--- src/rtl/pipe_trace_buffer.sv ---
// Circular trace buffer for pipeline taps: captures every cycle while armed, freezes POST_TRIG samples after a trigger or at CYCLE_LIMIT.
// Optional per-sample timestamps under `define TRACE_TIMESTAMP_EN; indexed read port with 1-cycle latency.
module pipe_trace_buffer #(
    parameter int DATA_WIDTH  = 32,
    parameter int NUM_CH      = 4,
    parameter int DEPTH       = 16,
    parameter int POST_TRIG   = 8,
    parameter int CYCLE_LIMIT = 20,
    parameter int CNT_WIDTH   = 16,
    localparam int AW = $clog2(DEPTH),
    localparam int CW = (NUM_CH > 1) ? $clog2(NUM_CH) : 1,
    localparam int PW = $clog2(DEPTH) + 1
) (
    input  logic                         i_clock,
    input  logic                         i_reset,
    input  logic                         i_arm,
    input  logic                         i_trig,
    input  logic [NUM_CH*DATA_WIDTH-1:0] i_ch_data,
    input  logic [NUM_CH-1:0]            i_ch_mask,
    output logic [1:0]                   o_state,
    output logic                         o_done,
    output logic                         o_limit_hit,
    output logic [CNT_WIDTH-1:0]         o_cycle_count,
    output logic [AW:0]                  o_entries,
    input  logic                         i_rd_en,
    input  logic [AW-1:0]                i_rd_idx,
    input  logic [CW-1:0]                i_rd_ch,
    output logic [DATA_WIDTH-1:0]        o_rd_data,
    output logic [CNT_WIDTH-1:0]         o_rd_ts,
    output logic                         o_rd_valid
);

    typedef enum logic [1:0] {
        S_IDLE  = 2'd0,
        S_ARMED = 2'd1,
        S_POST  = 2'd2,
        S_DONE  = 2'd3
    } state_t;

    state_t                 r_state;
    logic [AW-1:0]          r_wr_ptr;
    logic [AW:0]            r_entries;
    logic [CNT_WIDTH-1:0]   r_cycle_count;
    logic [PW-1:0]          r_post_cnt;
    logic                   r_limit_hit;
    logic [DATA_WIDTH-1:0]  r_rd_data;
    logic                   r_rd_valid;

    logic [DATA_WIDTH-1:0]  r_mem [DEPTH][NUM_CH];

    logic                   w_capture;
    logic [CNT_WIDTH-1:0]   w_cnt_next;
    logic                   w_limit;
    logic [AW-1:0]          w_rd_slot;
    logic                   w_rd_ok;

    // arm wins over a capture in the same cycle: the buffer restarts empty
    assign w_capture  = !i_arm && (r_state == S_ARMED || r_state == S_POST);
    assign w_cnt_next = r_cycle_count + 1'b1;
    assign w_limit    = (CYCLE_LIMIT != 0) && (w_cnt_next == CNT_WIDTH'(CYCLE_LIMIT));
    assign w_rd_slot  = r_wr_ptr - r_entries[AW-1:0] + i_rd_idx;
    assign w_rd_ok    = ({1'b0, i_rd_idx} < r_entries) && (int'(i_rd_ch) < NUM_CH);

    always_ff @(posedge i_clock) begin
        if (i_reset) begin
            r_state       <= S_IDLE;
            r_wr_ptr      <= '0;
            r_entries     <= '0;
            r_cycle_count <= '0;
            r_post_cnt    <= '0;
            r_limit_hit   <= 1'b0;
        end else if (i_arm) begin
            r_state       <= S_ARMED;
            r_wr_ptr      <= '0;
            r_entries     <= '0;
            r_cycle_count <= '0;
            r_post_cnt    <= '0;
            r_limit_hit   <= 1'b0;
        end else if (w_capture) begin
            r_wr_ptr      <= r_wr_ptr + 1'b1;
            r_cycle_count <= w_cnt_next;
            if (r_entries != (AW+1)'(DEPTH))
                r_entries <= r_entries + 1'b1;
            if (w_limit) begin
                r_state     <= S_DONE;
                r_limit_hit <= 1'b1;
            end else if (r_state == S_ARMED) begin
                if (i_trig) begin
                    r_post_cnt <= PW'(POST_TRIG);
                    r_state    <= (POST_TRIG == 0) ? S_DONE : S_POST;
                end
            end else begin
                r_post_cnt <= r_post_cnt - 1'b1;
                if (r_post_cnt == PW'(1))
                    r_state <= S_DONE;
            end
        end
    end

    // Storage is never cleared; entries gates what is readable
    always_ff @(posedge i_clock) begin
        if (w_capture && !i_reset) begin
            for (int c = 0; c < NUM_CH; c++)
                r_mem[r_wr_ptr][c] <= i_ch_mask[c] ? i_ch_data[c*DATA_WIDTH +: DATA_WIDTH] : '0;
        end
    end

    always_ff @(posedge i_clock) begin
        if (i_reset) begin
            r_rd_valid <= 1'b0;
            r_rd_data  <= '0;
        end else begin
            r_rd_valid <= i_rd_en;
            if (i_rd_en)
                r_rd_data <= w_rd_ok ? r_mem[w_rd_slot][i_rd_ch] : '0;
        end
    end

`ifdef TRACE_TIMESTAMP_EN
    logic [CNT_WIDTH-1:0] r_ts_mem [DEPTH];
    logic [CNT_WIDTH-1:0] r_rd_ts;

    always_ff @(posedge i_clock) begin
        if (w_capture && !i_reset)
            r_ts_mem[r_wr_ptr] <= w_cnt_next;
    end

    always_ff @(posedge i_clock) begin
        if (i_reset)
            r_rd_ts <= '0;
        else if (i_rd_en)
            r_rd_ts <= w_rd_ok ? r_ts_mem[w_rd_slot] : '0;
    end

    assign o_rd_ts = r_rd_ts;
`else
    assign o_rd_ts = '0;
`endif

    assign o_state       = r_state;
    assign o_done        = (r_state == S_DONE);
    assign o_limit_hit   = r_limit_hit;
    assign o_cycle_count = r_cycle_count;
    assign o_entries     = r_entries;
    assign o_rd_data     = r_rd_data;
    assign o_rd_valid    = r_rd_valid;

endmodule

--- config.mk ---
export PLATFORM = sky130hd
export DESIGN_NAME = pipe_trace_buffer
export DESIGN_NICKNAME = d
export VERILOG_FILES = /design/src/rtl/pipe_trace_buffer.sv
export SDC_FILE = /design/constraint.sdc
export NUM_CORES = 2
export LEC_CHECK = 0
export ABC_CLOCK_PERIOD_IN_PS = 12050
export BUFFER_PORTS_ARGS = -buffer_cell sky130_fd_sc_hd__buf_2
export CORE_MARGIN = 1.5
export CORE_UTILIZATION = 60
export DETAILED_ROUTE_END_ITERATION = 8
export PLACE_DENSITY = 0.77
export SLEW_MARGIN = 20
export SYNTH_ARGS = -nofsm -noshare
export SYNTH_HDL_FRONTEND = slang
export SYNTH_SLANG_ARGS = --single-unit
--- constraint.sdc ---
create_clock -name i_clock -period 12.05 [get_ports i_clock]
set_input_delay 0.6025 -clock i_clock [delete_from_list [all_inputs] [get_ports i_clock]]
set_output_delay 0.6025 -clock i_clock [all_outputs]
set_load 0.005 [all_outputs]
# == Yosys cells after proc, flatten, opt, wreduce, memory -nomap -nowiden ==
# Memories as Yosys holds them, arrays and structs flattened.
# Index checks and enable logic that the tools add are counted.
# word_totals
ram_bits,2048
elab_cells,61
reg_bits,66
mem_count,1
# mem_list
memory,words,width,read_ports,rd_clocked_by_memory_dff,wr,line,source
r_mem,16,128,1,0,1,49,logic [DATA_WIDTH-1:0] r_mem [DEPTH][NUM_CH];
# op_classes
reduce_logical,14
bitwise_logic,2
eq_ne,9
muxes,18
magnitude_cmp,2
n_addsub,6
# ops
operator,count
two-way mux 32 bit,7
binary-select mux 32 bit (select 2 bit),1
"adder 16 x 1 -> 16 bit, second input constant",1
"equality test 16 x 5 -> 1 bit, second input constant",1
two-way mux 5 bit,2
AND reduction 3 bit,3
two-way mux 2 bit,4
"adder 5 x 1 -> 5 bit, second input constant",1
"equality test 5 x 1 -> 1 bit, second input constant",1
less-than comparator 4 x 5 -> 1 bit,1
"!= test 5 bit, second input constant",1
"subtractor 5 x 1 -> 5 bit, second input constant",1
"adder 4 x 1 -> 4 bit, second input constant",1
adder 4 bit,1
"equality test 2 bit, second input constant",2
two-way mux 1 bit,4
"!= test 4 bit, second input constant",1
AND reduction 2 bit,2
nonzero test 4 bit,1
subtractor 4 bit,1
"greater-or-equal comparator 3 bit, second input constant",1
"!= test 3 bit, second input constant",1
inverter 2 -> 3 bit,1
nonzero test 3 bit,1
other kinds (8),10

# == Logic depth before layout (Yosys ltp) ==
# An unclocked memory read counts as a cell.
# depth
ltp_word,7
mapped_depth,14

# == Worst setup path before layout ==
# No wires, ideal clock.
# synth_timing
path_type,reg2reg
start,"reg r_state[1], in the netlist o_state[1]"
end,"mem r_mem[0][0] in the netlist's numbering, enable pin"
path_slack_ns,1.130
path_stages_with_launch,8
arrival_time_ns,10.148
required_time_ns,11.278
period_less_slack_ns,10.920
path_cell_list,dfxtp_1 > inv_1 > ha_1 > clkbuf_1 > nor2_1 > clkbuf_1 > nand3b_1 > nor3_1
# synth_via
elab_chain_cells,6
elab_cells_between_ends,7
classes_between,2 x eq/ne; 2 x mux; 3 x reduce/logical
# synth_rtl
element,line,source
from (decl),40,state_t r_state;
from (signal assigned),90,r_state <= (POST_TRIG == 0) ? S_DONE : S_POST;
equality test 2 x 1 -> 1 bit / equality test 2 bit (equally long branches),58,assign w_capture = !i_arm && (r_state == S_ARMED || r_state == S_POST);
logical OR 1 bit (*),58,
logical AND 1 bit (*),58,
logical AND 1 bit (*),102,if (w_capture && !i_reset) begin
two-way mux 1 bit (*),102,
two-way mux 1 bit (*),104,r_mem[r_wr_ptr][c] <= i_ch_mask[c] ? i_ch_data[c*DATA_WIDTH +: DATA_WIDTH] : '0;
to (decl),49,
# Mark *: on every way between the ends. The rest lies on a longest branch, timed or not.

# == Final worst setup path ==
# layout_timing
start,reg r_wr_ptr[0]
end,"reg r_rd_data[4], in the netlist o_rd_data[4]"
# layout_via
elab_chain_cells,7
# layout_rtl
element,line,source
from (decl),41,logic [AW-1:0] r_wr_ptr;
from (signal assigned),80,r_wr_ptr <= r_wr_ptr + 1'b1;
subtractor 4 bit,61,assign w_rd_slot = r_wr_ptr - r_entries[AW-1:0] + i_rd_idx;
adder 4 bit,61,
memory read (16 x 128 bit),--,
binary-select mux 32 bit (select 2 bit),115,r_rd_data <= w_rd_ok ? r_mem[w_rd_slot][i_rd_ch] : '0;
two-way mux 32 bit (not written as such) (2 in a row),115,
two-way mux 32 bit,115,
to (signal assigned),115,
to (decl),46,logic [DATA_WIDTH-1:0] r_rd_data;
# No other way between the ends. The select of a mux whose other input is x is not followed.
# A chain may end at the register's enable or synchronous reset.

==> impl_metrics.tcl <==
set metrics [dict create \
    clk_transition_reported_paths_ns 0.06 \
    setup_viol_count_final 0 \
    dieArea_um2 138000 \
    maxCapViolCount 0 \
    cts_repair_resize_count 0 \
    cts_max_level 4 \
    cts_max_path_buffers 3 \
    fin_crit_sh_pct 44.0 \
    r2r_start "r_wr_ptr[0]" \
    wl_per_cell_um 34.0 \
    worst_setup_path_end_kind "flip-flop" \
    totalWireLength_um 204000 \
    ff2ff_path_depth 11 \
    avgSynthCellArea_um2 21.7 \
    vias 41010 \
    io_pins 217 \
    slew_violations 0 \
    leakage_nw 29.3 \
    hpwl_um 100000 \
    worst_path_max_delay_cell "fa_4" \
    fp.coreArea_um2 135000 \
    die_x_um 372 \
    hold_violations 0 \
    synth_area_leader_cell "edfxtp_1" \
    r2r_slack_ns 6.74 \
    clock_skew_ns 0.0399 \
    slowest_delay_ns 1.51 \
    grt_max_degree 135 \
    synth_cells 3757 \
    arrival_ns 5.98 \
    path_max_fanout 68 \
    synth_area_leaders "edfxtp_1 (75%), mux4_2 (16%), dfxtp_1 (1.6%), nand2_1 (1.3%), and2_1 (1.0%)" \
    power.density_nw_per_um2 171 \
    start_util_pct 60.4 \
    status "completed" \
    dr.first_iter.drc_count 6093 \
    num_rows 135 \
    holdWs_ns 0.109 \
    synth_flop_cell "edfxtp_1" \
    drc 0 \
    synth_cell_types 59 \
    relSlewSlack_pct 26.1 \
    synth-async-reset-ratio_pct 0 \
    synth_top_area_share_pct 75.4 \
    fmax_ghz 0.188 \
    grt.overflow.total 0 \
    crit_type "flip-flop to flip-flop" \
    required_ns 12.72 \
    rsz0062_at_grt "no" \
    min_path_type "input pin to flip-flop" \
    yosys_warnings 0 \
    root_buffer "clkbuf_16" \
    area_delta_synth_final_pct 11.8 \
    clock_latency_ns 0.84 \
    postCtsHoldBufs 1 \
    fin_ws_ns 6.74 \
    start_kind "flip-flop" \
    cts_setup_buffers 0 \
    grt_use_total_pct 30.1 \
    grt_pass1_wl_um 292000 \
    synth-seq-cells 2114 \
    fin_crit_ns 5.31 \
    crit_start "r_wr_ptr[0]" \
    cts_buffers 198 \
    avgViaCountPerCell 6.84 \
    yosysSeqAreaShare_pct 77.0 \
    total_power_w 0.0156 \
    antenna_found_initial 13 \
    first_global_vias 41406 \
    nFillCells 8094 \
    clkSinkCount 2114 \
    critPathCapture "o_rd_data[4]" \
    drive_gt1_share_pct 27.9 \
    gp_congestion 0.791 \
    die_y_um 372 \
    ant_nets 0 \
    tightest_slew_ns 1.11 \
    worstPathCellList "inv_1, ha_1, inv_1, ha_4, fa_4, buf_4, mux4_2, nand2_1, a21oi_1, a211oi_1, nand3_1" \
    setup-tns-final_ns 0 \
    synth_area_um2 81600 \
    dr.pass1.iters 5 \
    pre_cts_slack_ns 6.55 \
    nets 4206 \
    synth-edff-count 2048 \
    peakVddDrop_uv 164 \
    cpMostUsedCell "inv_1" \
    tritoncts "done" \
    rr_endpoint "o_rd_data[4]" \
    io_buffers 200 \
]
-- kinds of logic after synthesis --
logic type / Yosys count / synth area share, %
AO/OA/AOI/OAI: 151 / 1.23
other: 1 / 0.00460
flip-flops: 2114 / 77.0
AND/OR/NAND/NOR: 616 / 3.61
multiplexers: 588 / 16.2
buffers and inverters: 236 / 1.32
adder cells (fa/ha/maj): 22 / 0.365
XOR/XNOR: 29 / 0.330
-- worst max-delay path, delay by kind of cell (launching register included) --
family          cells  cell delay (ns)
mux                 1             0.42
simple gates        2             0.23
fa+ha+maj           3             1.95
compound gates      2             0.92
flops               1             0.42
buf+inv             3             1.09
-- routing by layer --
| metal | wire [µm] | GRT usage (%) | share of wire [%] |
|---|---|---|---|
| met1 | 75700 | 43.2 | 37 |
| met2 | 99600 | 47.7 | 49 |
| met3 | 22500 | 5.82 | 11 |
| met4 | 5910 | 9.33 | 2.9 |
| met5 | 13 | 0 | 0.0064 |
-- cell usage after synthesis (12+ instances only) --
master    count
dfxtp_1      66
a22oi_1      24
clkbuf_1     99
buf_4        24
buf_1        12
nand3_1      91
nand2_1     272
buf_2        76
a211oi_1     24
mux4_2      584
xnor2_1      14
and2_1      130
ha_1         19
nor2_1       57
xor2_1       13
edfxtp_1   2048
nand4_1      23
a31oi_1      17
inv_1        23
a21oi_1      55
-- how the worst min path moves through the flow --
stage                  start            end  slack, ns  cells after the start
2_1_floorplan  o_rd_data[16]  o_rd_data[16]       0.45                      2
3_3_place_gp     o_limit_hit    o_limit_hit       0.47                      2
3_5_place_dp     o_limit_hit    o_limit_hit       0.48                      2
4_1_cts              i_rd_en     o_rd_valid       0.06                      2
5_1_grt              i_rd_en     o_rd_valid        0.1                      2
6_report             i_rd_en     o_rd_valid       0.11                      2
-- layout make-up --
class / count / area, µm² / share of cell area (%)
Antenna cell: 3 / 7.51 / 0.00823
Timing Repair Buffer: 281 / 1760 / 1.93
Tap cell: 1781 / 2230 / 2.44
Inverter: 24 / 90.1 / 0.0987
Multi-Input combinational cell: 1422 / 18000 / 19.7
Sequential cell: 2114 / 62800 / 68.8
Clock inverter: 117 / 1090 / 1.19
Clock buffer: 253 / 5310 / 5.82
-- flip-flops by register name, summed over array words and instances (netlist names), 2 cells and up --
| name | count |
|---|---|
| r_mem | 2048 |
| o_rd_data | 32 |
| o_cycle_count | 16 |
| o_entries | 5 |
| r_post_cnt | 5 |
| r_wr_ptr | 4 |
| o_state | 2 |
-- power by group --
| part | switching [W] | internal [W] |
|---|---|---|
| Combinational | 0.000769 | 0.000599 |
| Sequential | 0.0000173 | 0.00807 |
| Clock | 0.00270 | 0.00348 |
-- metrics by stage --
step / area [µm²] / util, % / cells
2_1_floorplan: 81700 / - / 3772
3_3_place_gp: 84900 / 62.8 / 5621
3_5_place_dp: 84900 / 62.8 / 5621
4_1_cts: 91300 / 67.5 / 5992
5_1_grt: 91300 / 67.5 / 5993
6_report: 91300 / 67.5 / 5995
-- cells in the final DEF (no fill, tap or decap), types with 23 or more instances in the layout --
| cell | instances |
|---|---|
| nor2_1 | 41 |
| clkinv_1 | 52 |
| and2_1 | 131 |
| nand3_1 | 91 |
| a21oi_1 | 55 |
| nand4_1 | 23 |
| clkbuf_1 | 46 |
| mux4_2 | 584 |
| dfxtp_1 | 66 |
| a22oi_1 | 24 |
| clkinv_2 | 24 |
| inv_1 | 23 |
| clkbuf_16 | 203 |
| buf_4 | 68 |
| buf_2 | 200 |
| a211oi_1 | 24 |
| nand2_1 | 272 |
| edfxtp_1 | 2048 |
(Power assumes the default switching activity.)
